$ cat config.mk
export PLATFORM = sky130hd
export DESIGN_NAME = dist_batch_ctrl
export DESIGN_NICKNAME = d
export VERILOG_FILES = /design/src/rtl/dist_batch_ctrl.sv
export SDC_FILE = /design/constraint.sdc
export NUM_CORES = 2
export LEC_CHECK = 0
export CAP_MARGIN = 20
export CORE_AREA = 2 2 310 373
export CTS_CLUSTER_DIAMETER = 100
export DETAILED_ROUTE_END_ITERATION = 10
export DIE_AREA = 0 0 312 375
export PLACE_DENSITY = 0.59
export SYNTH_ARGS = -nofsm -noshare
export SYNTH_HDL_FRONTEND = slang
export SYNTH_SLANG_ARGS = --single-unit
$ cat constraint.sdc
create_clock -name clk -period 16 [get_ports clk]
set_clock_uncertainty 0.05 [all_clocks]
set_input_delay 4 -clock clk [delete_from_list [all_inputs] [get_ports clk]]
set_output_delay 4 -clock clk [all_outputs]
set_load 0.02 [all_outputs]
$ cat src/rtl/dist_batch_ctrl.sv
// Streams each reference vector against the query, emits one distance per vector and tracks the batch minimum.
// First DIST_VALID VECWIDTH+1 cycles after START; a stalled DIST_READY holds the result and freezes addresses.
module dist_batch_ctrl #(
    parameter int VARWIDTH = 32,
    parameter int VECWIDTH = 10,
    parameter int NUMVEC   = 16,
    parameter int ACCWIDTH = 2*VARWIDTH + $clog2(VECWIDTH) + 1,
    localparam int QAW = (VECWIDTH > 1) ? $clog2(VECWIDTH) : 1,
    localparam int IW  = (NUMVEC > 1) ? $clog2(NUMVEC) : 1,
    localparam int RAW = (NUMVEC*VECWIDTH > 1) ? $clog2(NUMVEC*VECWIDTH) : 1
) (
    input  logic                clk,
    input  logic                RST,
    input  logic                START,
    input  logic                MODE,
    output logic [QAW-1:0]      QRY_ADDR,
    input  logic [VARWIDTH-1:0] QRY_DATA,
    output logic [RAW-1:0]      REF_ADDR,
    input  logic [VARWIDTH-1:0] REF_DATA,
    output logic [ACCWIDTH-1:0] DIST,
    output logic [IW-1:0]       DIST_IDX,
    output logic                DIST_VALID,
    input  logic                DIST_READY,
    output logic [ACCWIDTH-1:0] MIN_DIST,
    output logic [IW-1:0]       MIN_IDX,
    output logic                BUSY,
    output logic                DONE
);

    localparam logic [2:0] S_IDLE   = 3'd0;
    localparam logic [2:0] S_FETCH  = 3'd1;
    localparam logic [2:0] S_DRAIN  = 3'd2;
    localparam logic [2:0] S_EMIT   = 3'd3;
    localparam logic [2:0] S_FINISH = 3'd4;

    localparam logic [QAW-1:0] ELEM_LAST = QAW'(VECWIDTH - 1);
    localparam logic [IW-1:0]  VEC_LAST  = IW'(NUMVEC - 1);
    localparam logic [RAW-1:0] VW_R      = RAW'(VECWIDTH);

    logic [2:0]          state_q, state_d;
    logic [IW-1:0]       vec_q, vec_d;
    logic [QAW-1:0]      elem_q, elem_d;
    logic [ACCWIDTH-1:0] acc_q, acc_d;
    logic                mode_q, mode_d;
    logic [ACCWIDTH-1:0] min_dist_q, min_dist_d;
    logic [IW-1:0]       min_idx_q, min_idx_d;

    logic [VARWIDTH-1:0]   diff;
    logic [2*VARWIDTH-1:0] sq;
    logic [ACCWIDTH-1:0]   term;
    logic                  acc_en;

    assign diff = (QRY_DATA >= REF_DATA) ? (QRY_DATA - REF_DATA) : (REF_DATA - QRY_DATA);
    assign sq   = {{VARWIDTH{1'b0}}, diff} * {{VARWIDTH{1'b0}}, diff};
    assign term = mode_q ? ACCWIDTH'(diff) : ACCWIDTH'(sq);

    // Memory data lags the address by one cycle, so the first FETCH cycle of a vector has nothing to add yet.
    assign acc_en = ((state_q == S_FETCH) && (elem_q != '0)) || (state_q == S_DRAIN);

    always_comb begin
        state_d    = state_q;
        vec_d      = vec_q;
        elem_d     = elem_q;
        acc_d      = acc_q;
        mode_d     = mode_q;
        min_dist_d = min_dist_q;
        min_idx_d  = min_idx_q;
        if (acc_en) begin
            acc_d = acc_q + term;
        end
        case (state_q)
            S_IDLE: begin
                if (START) begin
                    state_d    = S_FETCH;
                    mode_d     = MODE;
                    vec_d      = '0;
                    elem_d     = '0;
                    acc_d      = '0;
                    min_dist_d = '1;
                    min_idx_d  = '0;
                end
            end
            S_FETCH: begin
                if (elem_q == ELEM_LAST) begin
                    state_d = S_DRAIN;
                end else begin
                    elem_d = elem_q + QAW'(1);
                end
            end
            S_DRAIN: state_d = S_EMIT;
            S_EMIT: begin
                if (DIST_READY) begin
                    // Strict compare so an equal later distance keeps the lower index.
                    if (acc_q < min_dist_q) begin
                        min_dist_d = acc_q;
                        min_idx_d  = vec_q;
                    end
                    if (vec_q != VEC_LAST) begin
                        vec_d   = vec_q + IW'(1);
                        elem_d  = '0;
                        acc_d   = '0;
                        state_d = S_FETCH;
                    end else begin
                        state_d = S_FINISH;
                    end
                end
            end
            S_FINISH: state_d = S_IDLE;
            default:  state_d = S_IDLE;
        endcase
    end

    always_ff @(posedge clk or posedge RST) begin
        if (RST) begin
            state_q    <= S_IDLE;
            vec_q      <= '0;
            elem_q     <= '0;
            acc_q      <= '0;
            mode_q     <= 1'b0;
            min_dist_q <= '0;
            min_idx_q  <= '0;
        end else begin
            state_q    <= state_d;
            vec_q      <= vec_d;
            elem_q     <= elem_d;
            acc_q      <= acc_d;
            mode_q     <= mode_d;
            min_dist_q <= min_dist_d;
            min_idx_q  <= min_idx_d;
        end
    end

    // elem stops at the last element, so addresses stay frozen through DRAIN and a stalled EMIT.
    assign QRY_ADDR   = elem_q;
    assign REF_ADDR   = RAW'(vec_q) * VW_R + RAW'(elem_q);
    assign DIST       = acc_q;
    assign DIST_IDX   = vec_q;
    assign DIST_VALID = (state_q == S_EMIT);
    assign MIN_DIST   = min_dist_q;
    assign MIN_IDX    = min_idx_q;
    assign BUSY       = (state_q != S_IDLE);
    assign DONE       = (state_q == S_FINISH);

endmodule

Word-level counts from Yosys, hierarchy flattened
Cells that the tools add are included.
- bits in registers: 154
- bits in latches: 0
- memory bits (writable): 0
- ROM bits: 0
- input port bits: 69
- output and inout port bits: 161
- memories: 0
- add/subtract/negate cells: 6
- $mul: 2
- divide/modulo/power cells: 0
- magnitude comparators: 2
- equal/unequal tests: 12
- shift operators: 0
- mux-type cells: 27
- bitwise gates (word level): 0
- reduce and logical (&&, ||, !) cells: 12
- operators by type and width (cell ; number):
    69-bit two-way mux ; 7
    69-bit one-hot mux with 2 select lines ; 2
    69-bit by 64-bit adder with 69-bit output ; 1
    69-bit less-than comparator ; 1
    32-bit by 32-bit multiplier with 64-bit output ; 1
    64-bit two-way mux ; 1
    32-bit subtractor ; 2
    32-bit greater-or-equal comparator ; 1
    32-bit two-way mux ; 1
    4-bit two-way mux ; 8
    4-bit one-hot mux with 2 select lines ; 2
    3-bit two-way mux ; 4
    3-bit one-hot mux with 4 select lines ; 1
    4-bit one-hot mux with 3 select lines ; 1
    4-bit by 1-bit adder with 4-bit output, second input constant ; 2
    8-bit by 4-bit adder with 8-bit output ; 1
    2-bit by 1-bit != test with 1-bit output, second input constant ; 4
    4-bit AND reduction ; 2
    4-bit by 3-bit multiplier with 7-bit output, second input constant ; 1
    3-bit by 2-bit equality test with 1-bit output, second input constant ; 2
    3-bit nonzero test ; 2
    5-bit AND reduction ; 1
    4-bit equality test, second input constant ; 1
    2-bit != test, second input constant ; 2
    other kinds (10) ; 10

Depth between registers and ports, before layout
- word-level depth: 9
- depth in mapped cells: 55
- gate-level depth less buffers: 51

Worst setup path after synthesis
No wires, ideal clock.
- kind: input port to flip-flop
- start point: input port QRY_DATA[0]
- end point: register acc_q[61], in the netlist DIST[61]
- arrival time: 15.767 ns
- setup slack: 0.063 ns
- cell stages on the path: 52
- buffers on the path: 5
- cells stage by stage: inv_1 > ha_1 > inv_1 > fa_1 > and3_1 > o211ai_1 > a21oi_1 > o311ai_2 > nand2_1 > buf_4 > or3_1 > o21a_1 > xor2_1 > clkbuf_1 > buf_1 > nand2_1 > fa_1 > inv_1 > (+16 left out) > nor2b_1 > a211oi_1 > o21ai_0 > a21oi_1 > xor2_1 > nor2_1 > ha_1 > clkbuf_1 > a21o_1 > a21o_1 > a21o_1 > or2_2 > a2111oi_0 > nor3_1 > a221oi_1 > o31a_1 > nand2_1 > o211a_1
- longest elaborated chain between the ends: 9
- ends and longest elaborated chain (what ; RTL line ; text):
    start, declared ; 17 ; input logic [VARWIDTH-1:0] QRY_DATA,
    32-bit subtractor or 32-bit greater-or-equal comparator (tied branches) ; 53 ; assign diff = (QRY_DATA >= REF_DATA) ? (QRY_DATA - REF_DATA) : (REF_DATA - QRY_DATA);
    32-bit two-way mux (*) ; 53 ;
    32-bit by 32-bit multiplier with 64-bit output ; 54 ; assign sq = {{VARWIDTH{1'b0}}, diff} * {{VARWIDTH{1'b0}}, diff};
    64-bit two-way mux (*) ; 55 ; assign term = mode_q ? ACCWIDTH'(diff) : ACCWIDTH'(sq);
    69-bit by 64-bit adder with 69-bit output (*) ; 69 ; acc_d = acc_q + term;
    69-bit two-way mux (*) ; 68 ; if (acc_en) begin
    69-bit two-way mux ; 98 ; if (vec_q != VEC_LAST) begin
    69-bit two-way mux ; 92 ; if (DIST_READY) begin
    69-bit one-hot mux with 2 select lines (*) ; 71 ; case (state_q)
    named net acc_d[61] ; 43 ; logic [ACCWIDTH-1:0] acc_q, acc_d;
    end signal, assigned ; 118 ; acc_q <= '0;
    end signal, assigned ; 126 ; acc_q <= acc_d;
    end, declared ; 43 ;
The timed path passes the listed nets; every way through them passes the cells marked *.
A chain may end at the register's enable or synchronous reset.

Final worst setup path
- start point: input port REF_DATA[8]
- end point: register acc_q[61], in the netlist DIST[61]
- longest elaborated chain between the ends: 9
- ends and longest elaborated chain (what ; RTL line ; text):
    start, declared ; 19 ; input logic [VARWIDTH-1:0] REF_DATA,
    32-bit subtractor or 32-bit greater-or-equal comparator (tied branches) ; 53 ;
    32-bit two-way mux (*) ; 53 ;
    32-bit by 32-bit multiplier with 64-bit output ; 54 ;
    64-bit two-way mux (*) ; 55 ;
    69-bit by 64-bit adder with 69-bit output (*) ; 69 ;
    69-bit two-way mux (*) ; 68 ;
    69-bit two-way mux ; 98 ;
    69-bit two-way mux ; 92 ;
    69-bit one-hot mux with 2 select lines (*) ; 71 ;
    named net acc_d[61] ; 43 ;
Marked as above.

==> impl_results.md <==
- Post-DP HPWL: 128500 µm
- Post-route minimum period: 15.71 ns
- H-tree level count: 4
- Crit Path Max Fanout: 4
- Worst-margin pin slew: between 0.9 and 1 ns
- CP Class: primary input to register
- Die Y: approximately 380 µm
- Clock transition at the registers of the reported paths: ~0.070 ns
- Worst reg2reg path depth: 11
- Final ANT Viol Nets: 0
- Synth Cell Area: 45010 µm²
- Routed len/inst: 19.35 µm
- Initial antenna violation count: 0
- Antenna Cells: 0
- Final Non-Filler Cells: ~7900
- Synth cell types: 84
- Area Growth Syn to Fin: 32.28%
- Commonest register cell after synthesis: dfrtp_1
- Rel. slew slack: around 38%
- Latest clock arrival within the worst-skew pair: about 0.45 ns
- Share of layout cells above drive strength 1: about 23%
- TritonCTS buffer count: 17
- Count of input and output buffers: about 230
- # DRC: 0
- Most used cell, CP: fa_1
- Outcome: completed
- Hold-fix buffers, CTS: 0
- Vias after detailed routing: slightly above 40000
- Synth top area share: between 30% and 40%
- Routability Congestion: 0.9649
- Startpoint Class: primary input
- Flops & latches, synth: approximately 150
- Highest Clock Rate: approximately 64 MHz
- First-pass GRT wire length: approximately 240000 µm
- Syn Nets: roughly 6600
- Cell Rows: 136
- Hold Crit Class: register to register
- Reg2reg start: DIST[46]$_DFF_PP0_
- Starting density of the core: 39.60%
- EDFF count, synth: 0
- Max-Cap Viols: 0
- Die area: approximately 120000 µm²
- Layout Nets: just under 8000
- Yosys warns: 0
- CTS Root Cell: clkbuf_16
- Final period util: 98.17%
- Clock sink count: 154
- Core Box Area: around 110000 µm²
- Area contributors post-synth: fa_1, ha_1, inv_1
- # IOs: 230
- Global-route usage over all layers: 25.80%
- Filler cells: roughly 11000
- Synthesized instance count: about 5300
- Register area share after synthesis: roughly 8.6%
- Vias/cell: 5.132
- Grt ovf: 0
- Yosys top cell by area: fa_1
- Die width: around 310 µm
- Crit-path max cell delay: 0.56 ns
- Slew Viols, Final: 0
- Initial DRC Count: between 2000 and 3000
- Synth async-reset ratio: 100.0%
- CP Data Required Time: roughly 16 ns
- Largest net degree at the start of global routing: 98
- Arr. time, crit path: 16.00 ns
- Crit path from: REF_DATA[8]
- Syn_area_per_cell: roughly 8.5 µm²
- Max stage delay cell, worst path: fa_1
- RSZ-0062 raised after global routing: true
- CP Capture Point: DIST[61]$_DFF_PP0_
- Placed instance count: 7777
- Final Hold Violating Endpoints: 0
- Vias in the first global route: around 43000
- Crit end category: register
- Worst reg2reg endpoint: MIN_IDX[0]$_DFFE_PP0P_
- Final wirelength: around 150000 µm
- DRT Pass-1 Iters: 5
- Longest Clk Path Bufs: 2
- CTS tree: yes
- R2R Setup Slk: 10.95 ns
- Setup violations, final: 0
-- per-stage QoR --
step	instance area, µm²	setup slack (ns)	setup TNS, ns	hold slack [ns]	utilization, %
floorplan	45010	0.06257	0	0.5146	-
global placement	56300	-1.329	-22.05	0.4975	49.53
detailed placement	56300	-1.399	-23.80	0.5055	49.53
CTS	57250	-0.04055	-0.04055	0.5141	50.37
global route	59540	-0.09941	-0.4558	0.5431	52.38
finish	59540	0.2924	0	0.5164	52.38
-- registers in the layout, summed over array words and instances, names as in the netlist --
| name | cells |
|---|---|
| DIST | 69 |
| QRY_ADDR | 4 |
| MIN_IDX | 4 |
| MIN_DIST | 69 |
| mode_q | 1 |
| DIST_IDX | 4 |
| state_q | 3 |
-- how the worst min path moves through the flow --
stage	start	to	slack (ns)	depth (start not counted)
4_1_cts	MIN_IDX[1]$_DFFE_PP0P_	MIN_IDX[1]$_DFFE_PP0P_	0.51	2
3_3_place_gp	MIN_IDX[1]$_DFFE_PP0P_	MIN_IDX[1]$_DFFE_PP0P_	0.50	2
6_report	MIN_IDX[1]$_DFFE_PP0P_	MIN_IDX[1]$_DFFE_PP0P_	0.52	2
2_1_floorplan	state_q[1]$_DFFE_PP0P_	state_q[1]$_DFFE_PP0P_	0.51	2
3_5_place_dp	MIN_IDX[1]$_DFFE_PP0P_	MIN_IDX[1]$_DFFE_PP0P_	0.51	2
5_1_grt	MIN_IDX[1]$_DFFE_PP0P_	MIN_IDX[1]$_DFFE_PP0P_	0.54	2
-- per-layer routing --
metal / up-vias / global-route usage (%) / share of wire [%]
met5: - / 0 / 0
met4: 0 / 8.472 / 3.8
met3: 293 / 2.665 / 4.8
met2: 1173 / 46.53 / 51
met1: 20119 / 32.11 / 41
li1: 18891 / - / -
-- final cells by class --
class                           instances  area, µm²  area share, %
Clock buffer                           17      425.4         0.7145
Clock inverter                         15      116.4         0.1954
Inverter                             1135       4297          7.216
Multi-Input combinational cell       3746      37900          63.65
Sequential cell                       154       3855          6.474
Tap cell                             1518       1899          3.190
Timing Repair Buffer                 1302      11050          18.56
-- layout by cell type (no fill, tap or decap), drive strengths merged, types with 45 or more instances in the layout --
cell type and count:
fa 809, clkdlybuf4s50 204, a2bb2oi 71, nand4 56
buf 1071, o21ai 134, o21bai 45, nand2 508
a21oi 304, inv 1135, nor3 116, xnor2 100
nand3 56, xor2 67, dfrtp 154, ha 477
nor2 457, a21o 135
-- cell families (layout without fill, tap and decap cells) --
kind of cell	after synthesis	in the layout	share of synthesized area, %
buffers and inverters	1382	2469	11.68
and+or+nand+nor	1341	1341	12.92
xor gates and xnor gates	168	168	3.366
DFF	154	154	8.561
muxes	27	27	0.6560
adders and majority gates	1286	1286	49.24
AOI/OAI and AO/OA	924	924	13.58
-- Yosys cell counts (27+ instances only) --
| cell type | number |
|---|---|
| a21o_1 | 135 |
| a21oi_1 | 304 |
| a2bb2oi_1 | 71 |
| a31oi_1 | 27 |
| buf_2 | 39 |
| clkbuf_1 | 185 |
| dfrtp_1 | 154 |
| fa_1 | 809 |
| ha_1 | 477 |
| inv_1 | 1126 |
| nand2_1 | 508 |
| nand3_1 | 56 |
| nand4_1 | 55 |
| nor2_1 | 456 |
| nor2b_1 | 27 |
| nor3_1 | 116 |
| o21ai_0 | 131 |
| o21bai_1 | 45 |
| xnor2_1 | 98 |
| xor2_1 | 65 |
-- worst max-delay path: cells and delay by family --
kind | cells | cell delay (ns)
fa+ha+maj | 11 | 4.77
compound gates | 16 | 3.21
xor+xnor | 2 | 0.38
buf+inv | 12 | 2.00
simple gates | 8 | 1.68
-- repair_timing --
item	CTS	global route
gates cloned	0	2
pin swaps	17	166
resized for setup	78	371
hold endpoints to repair	0	0
setup buffers	8	69
setup endpoints to repair	24	39
Power is left out: the tool's default activity adds up to more than one toggle a clock period on the data nets, which glitch-free logic cannot reach.
